File: config.mk
export PLATFORM = sky130hd
export DESIGN_NAME = spidergon_ni_depacketizer
export DESIGN_NICKNAME = d
export VERILOG_FILES = /design/src/rtl/spidergon_ni_depacketizer.sv
export SDC_FILE = /design/constraint.sdc
export NUM_CORES = 1
export LEC_CHECK = 0
export ABC_AREA = 1
export CAP_MARGIN = 10
export CORE_UTILIZATION = 40
export CTS_BUF_LIST = sky130_fd_sc_hd__clkbuf_16
export CTS_CLUSTER_SIZE = 20
export DETAILED_ROUTE_END_ITERATION = 10
export DONT_BUFFER_PORTS = 1
export GPL_TIMING_DRIVEN = 0
export SETUP_SLACK_MARGIN = 0.4
export SYNTH_ARGS = -nofsm -noshare
export SYNTH_HDL_FRONTEND = slang
export SYNTH_SLANG_ARGS = --single-unit
File: constraint.sdc
create_clock -name clk -period 3.9 [get_ports clk]
set_input_delay 0.78 -clock clk [delete_from_list [all_inputs] [get_ports clk]]
set_output_delay 0.78 -clock clk [all_outputs]
set_load 0.01 [all_outputs]
File: src/rtl/spidergon_ni_depacketizer.sv
// Ejection-side network interface for one Spidergon node: reassembles ejected flits
// into whole packets and hands each one to the local CPU as a single wide word.
module spidergon_ni_depacketizer #(
    parameter int NUM_OF_NODES            = 8,
    parameter int FLIT_DATA_WIDTH         = 16,
    parameter int NUM_OF_VIRTUAL_CHANNELS = 2,
    parameter int NODE_IDENTIFIER         = 0,
    parameter int MAX_DATA_FLITS          = 4,
    localparam int DEST_W = $clog2(NUM_OF_NODES),
    localparam int FTW    = FLIT_DATA_WIDTH + 2,
    localparam int VC_W   = $clog2(NUM_OF_VIRTUAL_CHANNELS),
    localparam int LEN_W  = $clog2(MAX_DATA_FLITS + 1),
    localparam int DATA_W = MAX_DATA_FLITS * FLIT_DATA_WIDTH
) (
    input  logic              clk,
    input  logic              reset,
    input  logic [FTW-1:0]    flit_in,
    input  logic              flit_in_valid,
    output logic              flit_in_ready,
    output logic [DATA_W-1:0] cpu_data,
    output logic [LEN_W-1:0]  cpu_len,
    output logic [VC_W-1:0]   cpu_vc,
    output logic              cpu_is_header,
    output logic              cpu_data_valid,
    input  logic              cpu_data_ready,
    output logic              misroute_err,
    output logic              protocol_err,
    output logic [15:0]       pkt_count
);

    localparam int HP_W = FLIT_DATA_WIDTH - VC_W - DEST_W;

    typedef enum logic [1:0] {
        T_TAIL   = 2'b00,
        T_HEAD   = 2'b01,
        T_BODY   = 2'b10,
        T_HEADER = 2'b11
    } flit_type_t;

    typedef enum logic [1:0] {
        IDLE,
        COLLECT,
        DROP,
        DELIVER
    } state_t;

    state_t     state;
    logic [LEN_W-1:0] count;

    flit_type_t ftype;
    logic [VC_W-1:0]   fvc;
    logic [DEST_W-1:0] fdest;
    logic [FLIT_DATA_WIDTH-1:0] payload;
    logic [HP_W-1:0]   hdr_payload;
    logic dest_ok;
    logic is_start;

    always_comb begin
        ftype       = flit_type_t'(flit_in[FTW-1 -: 2]);
        fvc         = flit_in[FTW-3 -: VC_W];
        fdest       = flit_in[FTW-3-VC_W -: DEST_W];
        payload     = flit_in[FLIT_DATA_WIDTH-1:0];
        hdr_payload = flit_in[HP_W-1:0];
        dest_ok     = (fdest == DEST_W'(NODE_IDENTIFIER));
        is_start    = (ftype == T_HEAD) || (ftype == T_HEADER);
    end

    assign flit_in_ready = (state != DELIVER) && !reset;

    always_ff @(posedge clk or posedge reset) begin
        if (reset) begin
            state          <= IDLE;
            count          <= '0;
            cpu_data       <= '0;
            cpu_len        <= '0;
            cpu_vc         <= '0;
            cpu_is_header  <= 1'b0;
            cpu_data_valid <= 1'b0;
            misroute_err   <= 1'b0;
            protocol_err   <= 1'b0;
            pkt_count      <= '0;
        end else begin
            misroute_err <= 1'b0;
            protocol_err <= 1'b0;
            if (state == DELIVER) begin
                if (cpu_data_ready) begin
                    state          <= IDLE;
                    cpu_data_valid <= 1'b0;
                    pkt_count      <= pkt_count + 16'd1;
                end
            end else if (flit_in_valid) begin
                // A new packet start is handled identically from IDLE, COLLECT and DROP;
                // only COLLECT flags the abandoned packet.
                if (is_start) begin
                    if (state == COLLECT) protocol_err <= 1'b1;
                    if (!dest_ok) begin
                        misroute_err <= 1'b1;
                        state        <= (ftype == T_HEAD) ? DROP : IDLE;
                    end else if (ftype == T_HEADER) begin
                        cpu_data       <= DATA_W'(hdr_payload);
                        cpu_len        <= LEN_W'(1);
                        cpu_is_header  <= 1'b1;
                        cpu_vc         <= fvc;
                        cpu_data_valid <= 1'b1;
                        state          <= DELIVER;
                    end else begin
                        cpu_vc   <= fvc;
                        count    <= '0;
                        cpu_data <= '0;
                        state    <= COLLECT;
                    end
                end else begin
                    case (state)
                        IDLE: protocol_err <= 1'b1;
                        COLLECT: begin
                            if (ftype == T_BODY) begin
                                if (count == LEN_W'(MAX_DATA_FLITS - 1)) begin
                                    protocol_err <= 1'b1;
                                    state        <= DROP;
                                end else begin
                                    cpu_data[int'(count)*FLIT_DATA_WIDTH +: FLIT_DATA_WIDTH] <= payload;
                                    count <= count + LEN_W'(1);
                                end
                            end else begin
                                cpu_data[int'(count)*FLIT_DATA_WIDTH +: FLIT_DATA_WIDTH] <= payload;
                                cpu_len        <= count + LEN_W'(1);
                                cpu_is_header  <= 1'b0;
                                cpu_data_valid <= 1'b1;
                                state          <= DELIVER;
                            end
                        end
                        DROP: if (ftype == T_TAIL) state <= IDLE;
                        default: ;
                    endcase
                end
            end
        end
    end

endmodule

==> flow_summary.toml, run 1 <==
[global_routing]
grt_overflow = 0
grt_pass1_vias = 3543
grt_max_degree = 66
grt_pass1_wl_um = 18020
grt_usage_pct = 20.08
antenna_found_initial = 0

[placed_design]
dp_hpwl_um = 8631
dp_cells = 720
port_buffers = 0
routabilityCongestion = 0.8241

[sta]
min_period_ns = 2.180
slew_violations = 0
worst_pin_slew_ns = 0.4031
maxSlewHeadroom_pct = 73.12
rsz0062_at_grt = "no"
fin_skew_ns = 0.004573
hold_slack_ns = 0.3100
fin_crit_sh_pct = 55.91
fmax_mhz = 458.6
setup_viol = 0
hold_violations = 0

[setup_path]
crit_top_cell = "nand2_1"
crit_chain = "inv_2 > ha_1 > ha_1 > nand2_1 > nor2_1 > nand3b_1 > nand2_1 > nand2_4 > buf_6 > nand2_1 > nand2_1"
reg2reg_from = "count[0]"
crit_type = "reg -> reg"
cp-start-kind = "register"
r2r_end = "cpu_data[36]"
startpoint = "count[0]"
crit_buf_inv = 2
crit_path_top_delay_cell = "dfrtp_1"
critPathArrivalTime_ns = 2.41
cp.required_ns = 4.13
cpLargestDelayFamily = "simple AND/OR/NAND/NOR gates"
reg2reg_slack_ns = 1.72
crit_fanout = 10
rr_worst_depth = 11
slowest_delay_ns = 0.44
cp-end-kind = "register"

[logic_synthesis]
ys_types = 29
ys_ff_latch = 93
syn_inst = 579
synth_nets = 615
yosys_warnings = 0
ys_seq_area_share_pct = 50.47
avgSynthCellArea_um2 = 7.963
syn_area_um2 = 4611

[floorplanning]
core_area_um2 = 11030
fp-row-count = 38
design.die.area_um2 = 11960
initial_core_util_pct = 41.80
die-width_um = 109.4
die_h_um = 109.4
io_pins = 111

[clocking]
h-tree-depth = 3
clock_sinks = 93
clock_tree.buffer_depth = 2
numCtsBuffers = 9
ctsHoldBuffers = 0
cts_tree = "yes"
post_cts_buffers = 0
clock_latency_ns = 0.34
cts_resized = 0
root_buffer = "clkbuf_16"
clkTransAtPathRegs_ns = 0.07

[cells_and_area]
fin_nets = 627
antenna_cells = 0
final_common_cell = "nand2_1"
final_cell_mix = "nand2_1 (226), dfrtp_1 (93), nor2_1 (59)"
finalNonFillerCells = 736
drive_gt1_share_pct = 9.228
nFillCells = 1105
area_delta_synth_final_pct = 11.29
fin_util_pct = 46.52

[power_and_ir_drop]
peakVddDrop_mv = 0.3406
netSwitchingFraction_pct = 36.09
leakagePower_uw = 0.002850
cellPowerDensity_nw_per_um2 = 594.2
p_comb_share_pct = 23.9
intPower_uw = 1948
p_sw_uw = 1100
p_clk_share_pct = 30.5
seq_power_share_pct = 45.6

[run]
maxCapViolations = 0

[status]
status = "completed"

[route]
wl_per_cell_um = 15.42
drc = 0
drt_first_iter_violations = 293
ant_nets = 0
drt-total-wl_um = 11350
vias_per_cell = 4.989
vias = 3672
first_pass_iters = 4

[worst_hold_path]
hold_class = "in -> async"
[per-layer routing]
| metal | routed length [µm] | global-route usage, % | share of wire [%] | vias up |
|---|---|---|---|---|
| met5 | 0 | 0 | 0 | - |
| met4 | 167 | 7.714 | 1.5 | 0 |
| met3 | 915 | 6.283 | 8.1 | 16 |
| met2 | 5324 | 30.95 | 47 | 107 |
| met1 | 4943 | 26.33 | 44 | 1731 |
| li1 | - | - | - | 1818 |
[through the flow]
step / TNS [ns] / cell area, µm² / power (µW) / setup WS (ns)
2_1_floorplan: 0 / 4611 / 1934 / 0.6997
3_3_place_gp: -26.66 / 4786 / 2105 / -0.2936
3_5_place_dp: 0 / 4816 / 2140 / 1.586
4_1_cts: 0 / 5131 / 3079 / 1.709
5_1_grt: 0 / 5131 / 3268 / 1.560
6_report: 0 / 5131 / 3049 / 1.720
[worst max-delay path by stage]
stage                        end  depth (start not counted)  slack (ns)
floorplan               count[0]                          1        0.70
global placement    cpu_data[51]                          1       -0.29
CTS                 cpu_data[36]                         11        1.71
finish              cpu_data[36]                         11        1.72
detailed placement  cpu_data[49]                          9        1.59
global route        cpu_data[36]                         11        1.56
[synth_stat cells (all sizes together)]
| cell type | n | area share [%] |
|---|---|---|
| a221oi | 1 | 0.19 |
| a211oi | 1 | 0.16 |
| and3b | 1 | 0.19 |
| o21ai | 17 | 1.8 |
| inv | 56 | 4.6 |
| nor2 | 65 | 6.0 |
| nand4 | 3 | 0.41 |
| nand3b | 1 | 0.16 |
| xor2 | 7 | 1.3 |
| ha | 14 | 3.8 |
| nand2 | 236 | 20 |
| clkbuf | 2 | 0.16 |
| nand3 | 47 | 5.1 |
| dfrtp | 93 | 50 |
| nor3 | 2 | 0.22 |
| xnor2 | 3 | 0.57 |
| a21oi | 15 | 1.9 |
| buf | 14 | 2.4 |
| or2 | 1 | 0.14 |
[power by group through the flow]
stage                     registers [µW]  clock network, µW  logic (µW)
after floorplan                     1350                  0         582
after global placement              1400                  0         702
after detailed placement            1410                  0         730
after CTS                           1390                951         735
after global routing                1420                994         854
final                               1390                930         729
[final cells by class]
cell class,instances,area [µm²],area share [%]
flip-flops and latches,93,2327,45.35
plain buffers,16,117.6,2.292
inverters,56,212.7,4.145
well taps,140,175.2,3.414
clock buffers,9,225.2,4.389
multi-input cells,414,1956,38.11
repair buffers,1,27.53,0.5365
clock inverters,7,90.09,1.756
[cell families after synthesis]
family,after synthesis,share of synthesized area [%]
adders and majority gates,14,3.799
xor gates and xnor gates,10,1.900
and+or+nand+nor,356,32.65
AOI/OAI and AO/OA,34,4.071
DFF,93,50.47
buffers and inverters,72,7.110
[worst reg2reg max path: stages, from the launching register on]
cell and delay [ns]:
dfrtp_1 0.44, inv_2 0.10, ha_1 0.21, ha_1 0.33, nand2_1 0.07, nor2_1 0.08
nand3b_1 0.27, nand2_1 0.21, nand2_4 0.10, buf_6 0.16, nand2_1 0.07, nand2_1 0.05
[sequential cells by signal, indices dropped and copies added (netlist names)]
signal,cells
cpu_data,64
pkt_count,16
count,3
cpu_len,3
state,2
cpu_data_valid,1
cpu_is_header,1
cpu_vc,1
misroute_err,1
protocol_err,1
Note: power is estimated with default switching activity, not from simulation.
==> run 2: changes to the inputs <==
- clock period: 3.9 -> 2.2 ns (I/O delays scaled with it)
==> run 2 against run 1 <==
Effect of this change:
- register-to-register slack lost 1.3 ns
- clock skew grew 0.0024 ns
- clock-buffer cell count is the same
- die area is the same
- worst setup slack lost 1.3 ns
- cell area grew 7.1%
- worst hold slack lost 0.24 ns
- clock power grew 74%
- total power grew 88%
- critical path type unchanged
==> flow_summary.toml, run 2 (same netlist as run 1, synthesis figures left out) <==
[cells_and_area]
drive_gt1_share_pct = 17.55
area_delta_synth_final_pct = 19.24
nFillCells = 1074
reg.largest.list = "cpu_data x64, pkt_count x16"
regArea_um2 = 2331
fin_util_pct = 49.84
antenna_cells = 0
multi_input_comb_area_um2 = 2085
final_common_cell = "nand2_1"
final_cell_mix = "nand2_1 (218), dfrtp_1 (90), nor2_1 (52)"
regMostFlops = "cpu_data"
fin_nets = 652
largest_reg_flops = 64

[route]
first_pass_iters = 5
wl_met2_um = 5283
topRoutingLayerUsed = "met4"
wl_met3_um = 808
drt-met1-wl_um = 5057
ant_nets = 0
vias = 3686
drc = 0
drt-total-wl_um = 11370
vias_per_cell = 4.844
drt_first_iter_violations = 186
wl_per_cell_um = 14.94

[global_routing]
grt_usage_pct = 20.09
grt_max_degree = 35
grt_overflow = 0
grt_pass1_wl_um = 18170
antenna_found_initial = 0
grt_pass1_vias = 3595

[power_and_ir_drop]
peakVddDrop_mv = 0.4496
leakagePower_uw = 0.002991
cellPowerDensity_nw_per_um2 = 1041

[setup_path]
critPathArrivalTime_ns = 2.01
r2r_end = "cpu_data[34]"
crit_type = "reg -> reg"
reg2reg_slack_ns = 0.41
reg2reg_from = "count[1]"
cp.required_ns = 2.43
cp-end-kind = "register"
crit_fanout = 10
cp-start-kind = "register"
rr_worst_depth = 11

[sta]
fmax_mhz = 559.5
maxSlewHeadroom_pct = 53.56
hold_violations = 0
slew_violations = 0
rsz0062_at_grt = "yes"
setup-tns-final_ns = 0
setup_viol = 0
fin_crit_sh_pct = 81.24
fin_skew_ns = 0.007021
worst_pin_slew_ns = 0.6951
min_period_ns = 1.787

[run]
maxCapViolations = 0

[clocking]
clock_latency_ns = 0.34
cts_tree = "yes"
ctsHoldBuffers = 0
clock_sinks = 93
numCtsBuffers = 9
clock_tree.buffer_depth = 2
root_buffer = "clkbuf_16"
clkTransAtPathRegs_ns = 0.06
h-tree-depth = 3

[floorplanning]
core_area_um2 = 11030
initial_core_util_pct = 41.80
io_pins = 111
die_h_um = 109.4
design.die.area_um2 = 11960
fp-row-count = 38
die-width_um = 109.4

[placed_design]
dp_hpwl_um = 8303
port_buffers = 0
routabilityCongestion = 0.8151

[status]
status = "completed"

[worst_hold_path]
hold_class = "in -> async"
==> run 2: worst max-delay path, stage by stage (launching register included) <==
cell	delay [ns]
dfrtp_1	0.40
inv_2	0.06
ha_4	0.16
ha_4	0.27
nand2_2	0.05
nor2_2	0.09
nand3b_1	0.18
nand2_2	0.13
nand2_4	0.07
buf_6	0.15
nand2_1	0.05
nand2_1	0.05
==> run 2: final cells by class <==
type	count	area share (%)
Timing Repair Buffer	26	4.620
Sequential cell	93	42.40
Tap cell	140	3.186
Inverter	56	3.937
Clock inverter	7	1.502
Multi-Input combinational cell	414	37.92
Clock buffer	9	4.096
Buffer	16	2.344
==> run 2: how the worst max path moves through the flow <==
stage | from | end | slack, ns
floorplan | count[0] | cpu_data[32] | 0.40
global placement | reset | cpu_data[52] | 0.16
detailed placement | count[0] | cpu_data[34] | 0.14
CTS | state[1] | cpu_data[48] | 0.40
global route | count[1] | cpu_data[34] | 0.30
finish | count[1] | cpu_data[34] | 0.41
==> run 2: layer usage <==
metal / vias up / track usage, %
met5: - / 0
met3: 18 / 5.394
met4: 0 / 8.381
li1: 1868 / -
met1: 1701 / 25.74
met2: 99 / 32.08
==> run 2: repair_timing <==
| action | in CTS | in global routing |
|---|---|---|
| setup endpoints to repair | 60 | 68 |
| cloned | 0 | 1 |
| gates resized for setup | 12 | 33 |
| pin swaps | 9 | 14 |
| buffers inserted | 14 | 9 |
==> run 2: power breakdown <==
group	internal, µW	switching [µW]
combinational	673	971
clock	981	637
sequential	2030	430
==> run 2: per-stage QoR <==
stage / setup WS, ns / hold slack [ns] / total power [µW] / cell area [µm²] / std cells
6_report: 0.4126 / 0.07237 / 5723 / 5498 / 761
5_1_grt: 0.2960 / 0.1269 / 6087 / 5498 / 761
4_1_cts: 0.4009 / 0.08974 / 5610 / 5326 / 751
3_5_place_dp: 0.1443 / 0.4514 / 3831 / 4855 / 721
3_3_place_gp: 0.1612 / 0.5035 / 3782 / 4815 / 719
2_1_floorplan: 0.4034 / 0.4753 / 3479 / 4639 / 579
==> run 3: changes to the inputs <==
- clock period: 2.2 -> 1.6 ns (I/O delays scaled with it)
==> run 3 against run 2 <==
Effect of this change:
- critical endpoint is now cpu_data[40]
- die area did not move
- total power rose by 51%
- sequential cell count did not move
- final cell count rose by 2.8%
- fmax fell by 2.0%
- clock power rose by 32%
- the flow now finishes with violations (negative hold slack, negative setup slack)
- clock-buffer cell count did not move
- via count rose by 5.9%
==> flow_summary.toml, run 3 (same netlist as run 1, synthesis figures left out) <==
[clocking]
clock_sinks = 93
cts_tree = "yes"
root_buffer = "clkbuf_16"
clock_tree.buffer_depth = 2
h-tree-depth = 3
clkTransAtPathRegs_ns = 0.07
clock_latency_ns = 0.35
numCtsBuffers = 9

[route]
vias = 3904
first_pass_iters = 4
wl_per_cell_um = 15.99
drc = 0
drt-total-wl_um = 12510
drt_first_iter_violations = 169
vias_per_cell = 4.992
ant_nets = 0

[global_routing]
grt_pass1_vias = 3902
grtUsageMet3_pct = 7.706
grt_overflow = 0
grt_pass1_wl_um = 19890
grt_max_degree = 37
grt_usage_pct = 22.30
met1_usage_pct = 26.62
grt_busiest_layer = "met2"
antenna_found_initial = 0
grt_util_met2_pct = 36.97

[sta]
fin_crit_sh_pct = 114.0
maxSlewHeadroom_pct = 57.94
finalWorstSetupSlack_ns = -0.2233
fmax_mhz = 548.5
hold_slack_ns = -0.09364
rsz0062_at_grt = "yes"
slew_violations = 0
setup_viol = 70
worst_pin_slew_ns = 0.6296
fin_skew_ns = 0.01033
hold_violations = 27
min_period_ns = 1.823

[floorplanning]
initial_core_util_pct = 41.80
io_pins = 111
design.die.area_um2 = 11960
die-width_um = 109.4
core_area_um2 = 11030
fp-row-count = 38
die_h_um = 109.4

[cells_and_area]
stdcell_area_um2 = 6100
drive_gt1_share_pct = 30.84
reg.largest.list = "cpu_data x64, pkt_count x16"
final_cell_mix = "nand2_1 (192), dfrtp_1 (82), nor2_1 (47)"
fin_nets = 673
regMostFlops = "cpu_data"
final_common_cell = "nand2_1"
area_delta_synth_final_pct = 32.29
finalNonFillerCells = 782
antenna_cells = 0
largest_reg_flops = 64
fin_util_pct = 55.30

[status]
failed_checks = "negative hold slack, negative setup slack"
status = "complete, but fails checks"

[power_and_ir_drop]
p_sw_uw = 3283
p_comb_share_pct = 35.1
peakVddDrop_mv = 0.8575
cellPowerDensity_nw_per_um2 = 1417
p_clk_share_pct = 24.8
leakagePower_uw = 0.003178
seq_power_share_pct = 40.1
netSwitchingFraction_pct = 37.97
intPower_uw = 5362
p_total_uw = 8644

[setup_path]
r2r_end = "cpu_data[40]"
crit_top_cell = "nand2_2"
crit_buf_inv = 2
cp.required_ns = 1.84
reg2reg_from = "count[0]"
path_depth = 11
cp-end-kind = "register"
critPathArrivalTime_ns = 2.07
cpLargestDelayFamily = "simple AND/OR/NAND/NOR gates"
slowest_delay_ns = 0.40
crit_path_top_delay_cell = "dfrtp_2"
crit_chain = "inv_4 > ha_4 > ha_4 > nand2_2 > nor2_2 > nand3b_1 > nand2_2 > nand2_4 > buf_6 > nand2_2 > nand2_2"
crit_type = "reg -> reg"
rr_worst_depth = 11
cp-start-kind = "register"
reg2reg_slack_ns = -0.22
crit_fanout = 7

[placed_design]
dp_hpwl_um = 8538
dp_cells = 721
port_buffers = 0
place_area_um2 = 4971
post-place-ws_ns = -0.5149
routabilityCongestion = 0.8169

[run]
maxCapViolations = 0

[worst_hold_path]
hold_class = "in -> async"
==> run 3: changes by cell type in the layout (fill, tap and decap cells not counted), sizes merged <==
| cell | previous run | this run |
|---|---|---|
| clkinv | 3 | 6 |
| inv | 57 | 55 |
| bufinv | 2 | 1 |
| nor2 | 65 | 66 |
| buf | 40 | 60 |
==> run 3: how the worst max path moves through the flow <==
stage | from | endpoint
floorplan | count[0] | cpu_data[32]
global placement | count[0] | cpu_data[36]
detailed placement | count[0] | cpu_data[36]
CTS | count[0] | cpu_data[40]
global route | count[1] | cpu_data[44]
finish | count[0] | cpu_data[40]
==> run 3: stage by stage <==
| step | TNS (ns) | hold slack (ns) |
|---|---|---|
| 6_report | -11.21 | -0.09364 |
| 5_1_grt | -17.23 | -0.03713 |
| 4_1_cts | -9.332 | -0.07964 |
| 3_5_place_dp | -15.63 | 0.3039 |
| 3_3_place_gp | -44.59 | 0.4501 |
| 2_1_floorplan | -2.562 | 0.4366 |
==> run 3: area by class of cell <==
cell class / instances / area, µm²
clock buffers: 9 / 225.2
multi-input cells: 415 / 2385
repair buffers: 46 / 514.2
plain buffers: 16 / 136.4
fillers: 1020 / 4931
clock inverters: 7 / 65.06
well taps: 140 / 175.2
flip-flops and latches: 93 / 2341
inverters: 56 / 257.7
==> run 3: layer usage <==
layer / up-vias / share of wire (%) / wire, µm
met3: 17 / 8.2 / 1029
met1: 1876 / 42 / 5226
met2: 104 / 48 / 6016
li1: 1907 / - / -
met4: 0 / 1.9 / 233
met5: - / 0 / 0
==> run 3: power groups by stage <==
stage	Clock, µW	Combinational (µW)	Sequential [µW]
detailed placement	0	1970	3470
global route	2260	3360	3530
finish	2140	3040	3460
floorplan	0	1580	3310
global placement	0	1890	3460
CTS	2180	2730	3440
==> run 3: what timing repair did <==
item,4_1_cts,5_1_grt
gates cloned,6,0
gates resized for setup,96,48
hold endpoints to repair,27,27
buffers inserted,31,8
pin swaps,35,26
setup endpoints to repair,87,96
